`config.mk`:
```
export PLATFORM = sky130hd
export DESIGN_NAME = core_bus_arbiter
export DESIGN_NICKNAME = d
export VERILOG_FILES = /design/src/rtl/core_bus_arbiter_pkg.sv /design/src/rtl/core_arb_pick.sv /design/src/rtl/core_bus_arbiter.sv
export SDC_FILE = /design/constraint.sdc
export NUM_CORES = 1
export LEC_CHECK = 0
export ABC_AREA = 1
export ABC_CLOCK_PERIOD_IN_PS = 2200
export CAP_MARGIN = 20
export CORE_AREA = 3 3 165 207
export DETAILED_ROUTE_END_ITERATION = 12
export DIE_AREA = 0 0 168 210
export PLACE_DENSITY = 0.79
export SLEW_MARGIN = 20
export SYNTH_ARGS = -nofsm -noshare
export SYNTH_HDL_FRONTEND = slang
export SYNTH_SLANG_ARGS = --single-unit
```
`constraint.sdc`:
```
create_clock -name clk -period 2.2 [get_ports clk]
set_input_delay 0.22 -clock clk [delete_from_list [all_inputs] [get_ports clk]]
set_output_delay 0.22 -clock clk [all_outputs]
set_load 0.005 [all_outputs]
```
`src/rtl/core_bus_arbiter_pkg.sv`:
```
// Shared core microarchitecture types, plus the arbiter state encoding and
// the beat-address helper used by the external memory port arbiter.
package core_bus_arbiter_pkg;

    typedef logic [31:0]  word;
    typedef logic [127:0] qword;
    typedef logic [29:0]  ptr;
    typedef logic [27:0]  qptr;

    // Number of 32-bit beats that make up one 128-bit instruction line.
    localparam int unsigned INSN_BEATS = 4;

    typedef enum logic [1:0] {
        ARB_IDLE = 2'd0,
        ARB_INSN = 2'd1,
        ARB_DATA = 2'd2
    } arb_state_e;

    // Word address of beat 'beat' within the qword line at 'line_addr'.
    function automatic ptr beat_addr(input qptr line_addr, input logic [1:0] beat);
        return {line_addr, beat};
    endfunction

endpackage

```
`src/rtl/core_arb_pick.sv`:
```
// Combinational grant selector: picks at most one of the two pending
// requesters, using fixed data precedence or round-robin on last_grant.
module core_arb_pick
    import core_bus_arbiter_pkg::*;
#(
    parameter bit DATA_PRIORITY = 1'b1
) (
    input  logic insn_pend_i,
    input  logic data_pend_i,
    input  logic last_grant_data_i,
    output logic grant_insn_o,
    output logic grant_data_o
);

    // Grant selection; a tie goes to data or to whoever was not granted last.
    always_comb begin
        grant_insn_o = 1'b0;
        grant_data_o = 1'b0;
        if (insn_pend_i && data_pend_i) begin
            if (DATA_PRIORITY) begin
                grant_data_o = 1'b1;
            end else if (last_grant_data_i) begin
                grant_insn_o = 1'b1;
            end else begin
                grant_data_o = 1'b1;
            end
        end else if (data_pend_i) begin
            grant_data_o = 1'b1;
        end else if (insn_pend_i) begin
            grant_insn_o = 1'b1;
        end else begin
            grant_insn_o = 1'b0;
            grant_data_o = 1'b0;
        end
    end

endmodule

```
`src/rtl/core_bus_arbiter.sv`:
```
// Shares the single 32-bit memory port between instruction line fills
// (four word beats reassembled into a qword) and load/store word accesses.
// Grant and beat issue are registered, so a start seen while idle puts
// bus_start on the wire in the following cycle.
module core_bus_arbiter
    import core_bus_arbiter_pkg::*;
#(
    parameter bit DATA_PRIORITY = 1'b1
) (
    input  logic         clk,
    input  logic         rst_n,
    input  logic         insn_start,
    input  logic [27:0]  insn_addr,
    output logic         insn_ready,
    output logic [127:0] insn_data_rd,
    input  logic         data_start,
    input  logic         data_write,
    input  logic [29:0]  data_addr,
    input  logic [31:0]  data_data_wr,
    input  logic [3:0]   data_data_be,
    output logic         data_ready,
    output logic [31:0]  data_data_rd,
    output logic         bus_start,
    output logic         bus_write,
    output logic [29:0]  bus_addr,
    output logic [31:0]  bus_data_wr,
    output logic [3:0]   bus_data_be,
    input  logic         bus_ready,
    input  logic [31:0]  bus_data_rd
);

    localparam logic [1:0] LAST_BEAT = 2'(INSN_BEATS - 1);

    arb_state_e  state_q, state_d;
    logic [1:0]  beat_q, beat_d;
    logic [95:0] line_q, line_d;
    logic        last_grant_q, last_grant_d;
    logic        outstanding_q, outstanding_d;

    logic        insn_pend_q, insn_pend_d;
    qptr         insn_addr_q, insn_addr_d;
    logic        data_pend_q, data_pend_d;
    logic        data_write_q, data_write_d;
    ptr          data_addr_q, data_addr_d;
    word         data_wdata_q, data_wdata_d;
    logic [3:0]  data_be_q, data_be_d;

    logic        bus_start_q, bus_start_d;
    logic        bus_write_q, bus_write_d;
    ptr          bus_addr_q, bus_addr_d;
    word         bus_data_wr_q, bus_data_wr_d;
    logic [3:0]  bus_data_be_q, bus_data_be_d;
    logic        insn_ready_q, insn_ready_d;
    qword        insn_data_rd_q, insn_data_rd_d;
    logic        data_ready_q, data_ready_d;
    word         data_data_rd_q, data_data_rd_d;

    logic        insn_accept_s, data_accept_s;
    logic        insn_pend_s, data_pend_s;
    logic        grant_insn_s, grant_data_s;
    logic        bus_ready_s;

    // A start is accepted only when that requester is neither pending nor in
    // service (its pend flag covers both); accepted fields are captured here,
    // and the _d copies double as the "effective" request seen by arbitration.
    always_comb begin
        insn_accept_s = insn_start & ~insn_pend_q;
        data_accept_s = data_start & ~data_pend_q;
        insn_pend_s   = insn_pend_q | insn_accept_s;
        data_pend_s   = data_pend_q | data_accept_s;
        if (insn_accept_s) begin
            insn_addr_d = insn_addr;
        end else begin
            insn_addr_d = insn_addr_q;
        end
        if (data_accept_s) begin
            data_write_d = data_write;
            data_addr_d  = data_addr;
            data_wdata_d = data_data_wr;
            data_be_d    = data_data_be;
        end else begin
            data_write_d = data_write_q;
            data_addr_d  = data_addr_q;
            data_wdata_d = data_wdata_q;
            data_be_d    = data_be_q;
        end
    end

    core_arb_pick #(
        .DATA_PRIORITY(DATA_PRIORITY)
    ) u_pick (
        .insn_pend_i      (insn_pend_s),
        .data_pend_i      (data_pend_s),
        .last_grant_data_i(last_grant_q),
        .grant_insn_o     (grant_insn_s),
        .grant_data_o     (grant_data_s)
    );

    // A bus_ready with no beat in flight is stray and must not advance anything.
    assign bus_ready_s = bus_ready & outstanding_q;

    // Arbitration, beat sequencing, line assembly and ready-pulse generation.
    always_comb begin
        state_d        = state_q;
        beat_d         = beat_q;
        line_d         = line_q;
        last_grant_d   = last_grant_q;
        outstanding_d  = outstanding_q;
        insn_pend_d    = insn_pend_s;
        data_pend_d    = data_pend_s;
        bus_start_d    = 1'b0;
        bus_write_d    = bus_write_q;
        bus_addr_d     = bus_addr_q;
        bus_data_wr_d  = bus_data_wr_q;
        bus_data_be_d  = bus_data_be_q;
        insn_ready_d   = 1'b0;
        insn_data_rd_d = insn_data_rd_q;
        data_ready_d   = 1'b0;
        data_data_rd_d = data_data_rd_q;
        case (state_q)
            ARB_IDLE: begin
                if (grant_data_s) begin
                    state_d       = ARB_DATA;
                    last_grant_d  = 1'b1;
                    outstanding_d = 1'b1;
                    bus_start_d   = 1'b1;
                    bus_write_d   = data_write_d;
                    bus_addr_d    = data_addr_d;
                    bus_data_wr_d = data_wdata_d;
                    bus_data_be_d = data_be_d;
                end else if (grant_insn_s) begin
                    state_d       = ARB_INSN;
                    last_grant_d  = 1'b0;
                    outstanding_d = 1'b1;
                    beat_d        = 2'd0;
                    bus_start_d   = 1'b1;
                    bus_write_d   = 1'b0;
                    bus_addr_d    = beat_addr(insn_addr_d, 2'd0);
                    bus_data_wr_d = 32'h0000_0000;
                    bus_data_be_d = 4'hF;
                end else begin
                    state_d = ARB_IDLE;
                end
            end
            ARB_INSN: begin
                if (bus_ready_s && (beat_q == LAST_BEAT)) begin
                    insn_ready_d   = 1'b1;
                    insn_data_rd_d = {bus_data_rd, line_q};
                    insn_pend_d    = 1'b0;
                    outstanding_d  = 1'b0;
                    beat_d         = 2'd0;
                    state_d        = ARB_IDLE;
                end else if (bus_ready_s) begin
                    case (beat_q)
                        2'd0:    line_d[31:0]  = bus_data_rd;
                        2'd1:    line_d[63:32] = bus_data_rd;
                        2'd2:    line_d[95:64] = bus_data_rd;
                        default: line_d        = line_q;
                    endcase
                    beat_d        = beat_q + 2'd1;
                    outstanding_d = 1'b1;
                    bus_start_d   = 1'b1;
                    bus_addr_d    = beat_addr(insn_addr_q, beat_q + 2'd1);
                end else begin
                    state_d = ARB_INSN;
                end
            end
            ARB_DATA: begin
                if (bus_ready_s) begin
                    data_ready_d   = 1'b1;
                    data_data_rd_d = bus_data_rd;
                    data_pend_d    = 1'b0;
                    outstanding_d  = 1'b0;
                    state_d        = ARB_IDLE;
                end else begin
                    state_d = ARB_DATA;
                end
            end
            default: begin
                state_d = ARB_IDLE;
            end
        endcase
    end

    // State and output registers; a low rst_n abandons any transfer silently.
    always_ff @(posedge clk) begin
        if (!rst_n) begin
            state_q        <= ARB_IDLE;
            beat_q         <= 2'd0;
            line_q         <= 96'h0;
            last_grant_q   <= 1'b1;
            outstanding_q  <= 1'b0;
            insn_pend_q    <= 1'b0;
            insn_addr_q    <= 28'h0;
            data_pend_q    <= 1'b0;
            data_write_q   <= 1'b0;
            data_addr_q    <= 30'h0;
            data_wdata_q   <= 32'h0;
            data_be_q      <= 4'h0;
            bus_start_q    <= 1'b0;
            bus_write_q    <= 1'b0;
            bus_addr_q     <= 30'h0;
            bus_data_wr_q  <= 32'h0;
            bus_data_be_q  <= 4'h0;
            insn_ready_q   <= 1'b0;
            insn_data_rd_q <= 128'h0;
            data_ready_q   <= 1'b0;
            data_data_rd_q <= 32'h0;
        end else begin
            state_q        <= state_d;
            beat_q         <= beat_d;
            line_q         <= line_d;
            last_grant_q   <= last_grant_d;
            outstanding_q  <= outstanding_d;
            insn_pend_q    <= insn_pend_d;
            insn_addr_q    <= insn_addr_d;
            data_pend_q    <= data_pend_d;
            data_write_q   <= data_write_d;
            data_addr_q    <= data_addr_d;
            data_wdata_q   <= data_wdata_d;
            data_be_q      <= data_be_d;
            bus_start_q    <= bus_start_d;
            bus_write_q    <= bus_write_d;
            bus_addr_q     <= bus_addr_d;
            bus_data_wr_q  <= bus_data_wr_d;
            bus_data_be_q  <= bus_data_be_d;
            insn_ready_q   <= insn_ready_d;
            insn_data_rd_q <= insn_data_rd_d;
            data_ready_q   <= data_ready_d;
            data_data_rd_q <= data_data_rd_d;
        end
    end

    assign bus_start    = bus_start_q;
    assign bus_write    = bus_write_q;
    assign bus_addr     = bus_addr_q;
    assign bus_data_wr  = bus_data_wr_q;
    assign bus_data_be  = bus_data_be_q;
    assign insn_ready   = insn_ready_q;
    assign insn_data_rd = insn_data_rd_q;
    assign data_ready   = data_ready_q;
    assign data_data_rd = data_data_rd_q;

endmodule

```
==> key figures <==
Pwr
  – Worst vdd ir: 0.000644 V
  – Switching Fraction: 24.6%
  – PD cells: 822 nW/µm²
  – Psw: 0.00433 W
  – Total power: 0.0176 W
  – Seq pwr share: 46.8%
  – Combinational Power Share: 12.2%
  – Clock network fraction of total power: 41.1%
  – P_int: 0.0133 W
  – Leak pwr: 9.04 nW

GRT
  – Largest net degree at the start of global routing: 151
  – Gr usage total: 26.4%
  – Initial antenna violation count: 2
  – First-pass GRT wire length: 75800 µm
  – GRT overflow: 0
  – Vias in the first global route: 14362

Timing
  – Worst slew pin tran: 756 ps
  – Crit path time final: 1860 ps
  – Max Clk Rate: 537 MHz
  – RSZ-0062 raised after global routing: false
  – Worst hold slack: 75.6 ps
  – TNS Setup: 0 ps
  – Final setup margin: 336 ps
  – Fin crit share: 84.7%
  – Final Hold Viols: 0
  – Final Skew: 10.4 ps
  – Slew HR: 49.5%
  – Slew Limit Fails: 0
  – Final setup fails: 0

Setup path
  – CP Capture Type: flop
  – Critical R2R Launch: beat_q[0]$_SDFFE_PN0P_
  – CP Launch Type: flop
  – Reg2reg end: line_q[78]$_SDFFE_PN0P_
  – Crit path from: beat_q[0]$_SDFFE_PN0P_
  – Crit path max fanout: 24
  – FF-to-FF path depth: 6
  – CP arrival: 2270 ps
  – Required time worst endpoint: 2610 ps
  – Worst R2R Setup Slack: 340 ps
  – Crit path kind: flop to flop

Hold path
  – Hold path endpoint: bus_addr[29]$_SDFFE_PN0P_
  – Hold depth: 3
  – Hold Startpoint: rst_n
  – Hold Crit Class: input pin to flop

Route
  – Pre-antenna DRT Iters: 5
  – Wire length per cell: 16.9 µm
  – Wirelength, routed: 48300 µm
  – Antenna Violating Nets Remaining: 0
  – DRC errors left: 0
  – DRT iter0 DRCs: 1364
  – DR vias/cell: 5.28
  – Via count: 15063

Run status
  – Status: completed

Floorplanning
  – Initial Util: 49.7%
  – Core Box Area: 32500 µm²
  – # rows: 74
  – Die width: 168 µm
  – Io pins: 362
  – Die height: 210 µm
  – Total die area: 35300 µm²

Yosys
  – Synth top area share: 53.1%
  – Mapped Area: 16100 µm²
  – Post-synth EDFFs: 0
  – Cell taking the most area after synthesis: dfxtp_1
  – Async S/R FF share, synth: 0%
  – Mapped Nets: 2244
  – Syn Area/Cell: 7.66 µm²
  – Count leader, synth: nand2_1
  – Ys flop type: dfxtp_1
  – Yosys warnings: 0
  – Post-synthesis register bit count: 428
  – Mapped Cells: 2108
  – Synth top cells by count: nand2_1 (488), dfxtp_1 (428), nand3_1 (283)
  – Yosys cell types: 28
  – Sequential share of the synthesized area: 53.1%
  – Top cells by area, synth: dfxtp_1 (53%), nand2_1 (11%), nand3_1 (8.8%)

Layout
  – Syn-to-layout area delta: 32.7%
  – Nets: 2540
  – Fin util: 65.9%
  – Share of layout cells above drive strength 1: 5.42%
  – FILL cells: 2679

Placed design
  – I/O Buffers: 361
  – GP Congestion: 0.878
  – Place WS: 217 ps
  – DP HPWL: 32400 µm

Clock network
  – Root cell of the clock tree: clkbuf_16
  – Reg clk slew, reported paths: 60 ps
  – CTS max path bufs: 3
  – Number of H-tree levels: 2
  – Sink Count: 428
  – Post-CTS Resized: 0
  – Clk_lat worst skew: 540 ps
  – CTS Hold Buffers Added: 0
  – CTS tree: yes
  – Post-CTS Setup Repair Bufs: 0
  – CTS buffer count: 41

Job
  – Maxcap violations: 0
placed cells by master, fill, tap and decap left out, types with 30 or more instances in the layout:
cell | Yosys | layout
nand2_1 | 488 | 488
dfxtp_1 | 428 | 428
clkdlybuf4s50_1 | 0 | 360
nand3_1 | 283 | 283
nor2_1 | 252 | 251
o21ai_0 | 182 | 182
inv_1 | 130 | 129
a21oi_1 | 89 | 89
clkbuf_16 | 0 | 41
o21a_1 | 32 | 32
nand3b_1 | 30 | 30
how the worst max path moves through the flow:
stage	endpoint	slack [ps]	cells after the start
final	line_q[78]$_SDFFE_PN0P_	340	6
after global routing	line_q[78]$_SDFFE_PN0P_	180	6
after CTS	line_q[78]$_SDFFE_PN0P_	340	6
after detailed placement	bus_addr[26]$_SDFFE_PN0P_	220	8
after global placement	bus_addr[23]$_SDFFE_PN0P_	230	8
after floorplan	line_q[50]$_SDFFE_PN0P_	690	7
cells by family (layout without fill, tap and decap cells):
kind of cell	Yosys count	in the layout	synth area share (%)
adder cells (fa/ha/maj)	4	4	0.310
flip-flops	428	428	53.1
AO/OA/AOI/OAI	316	316	10.4
buffers and inverters	289	616	7.77
AND/OR/NAND/NOR	1068	1068	28.3
multiplexers	3	3	0.186
other	0	1	0
cell type report:
type                       count  area [µm²]  share of cell area, %
tap                          418         523                   2.44
sequential                   428        8570                   40.0
multi-input combinational   1391        6330                   29.6
clock buffer                  58        1180                   5.51
antenna                        1        2.50                 0.0117
inverter                     141         529                   2.47
timing repair buffer         401        4080                   19.1
clock inverter                16         203                  0.946
sequential cells by signal, summed over array words and instances, names as in the netlist, 4 cells and up:
signal,count
data_be_q,4
data_data_rd,32
bus_data_wr,32
data_wdata_q,32
insn_addr_q,28
insn_data_rd,128
bus_data_be,4
bus_addr,30
line_q,96
data_addr_q,30
power by group through the flow:
stage	clock (W)	combinational (W)	sequential, W
2_1_floorplan	0	0.00112	0.00838
3_3_place_gp	0	0.00209	0.00840
3_5_place_dp	0	0.00213	0.00840
4_1_cts	0.00733	0.00214	0.00823
5_1_grt	0.00765	0.00236	0.00826
6_report	0.00723	0.00214	0.00823
worst max-delay path, stage by stage, from the launching register on:
cell     delay (ps)
dfxtp_1         360
ha_1            300
nor2_8          220
nand3_4         230
buf_4           300
o21ai_0         240
a21oi_1          70
routing by layer:
metal  track usage, %  share of wire, %
met5                0             0.027
met4             9.34               3.3
met3             4.75               8.0
met2             47.2                50
met1             31.8                38
metrics by stage:
stage	std cells	area [µm²]
4_1_cts	2853	21400
3_3_place_gp	2779	20000
6_report	2854	21400
5_1_grt	2854	21400
2_1_floorplan	2108	16100
3_5_place_dp	2779	20000
(Power assumes the default switching activity.)
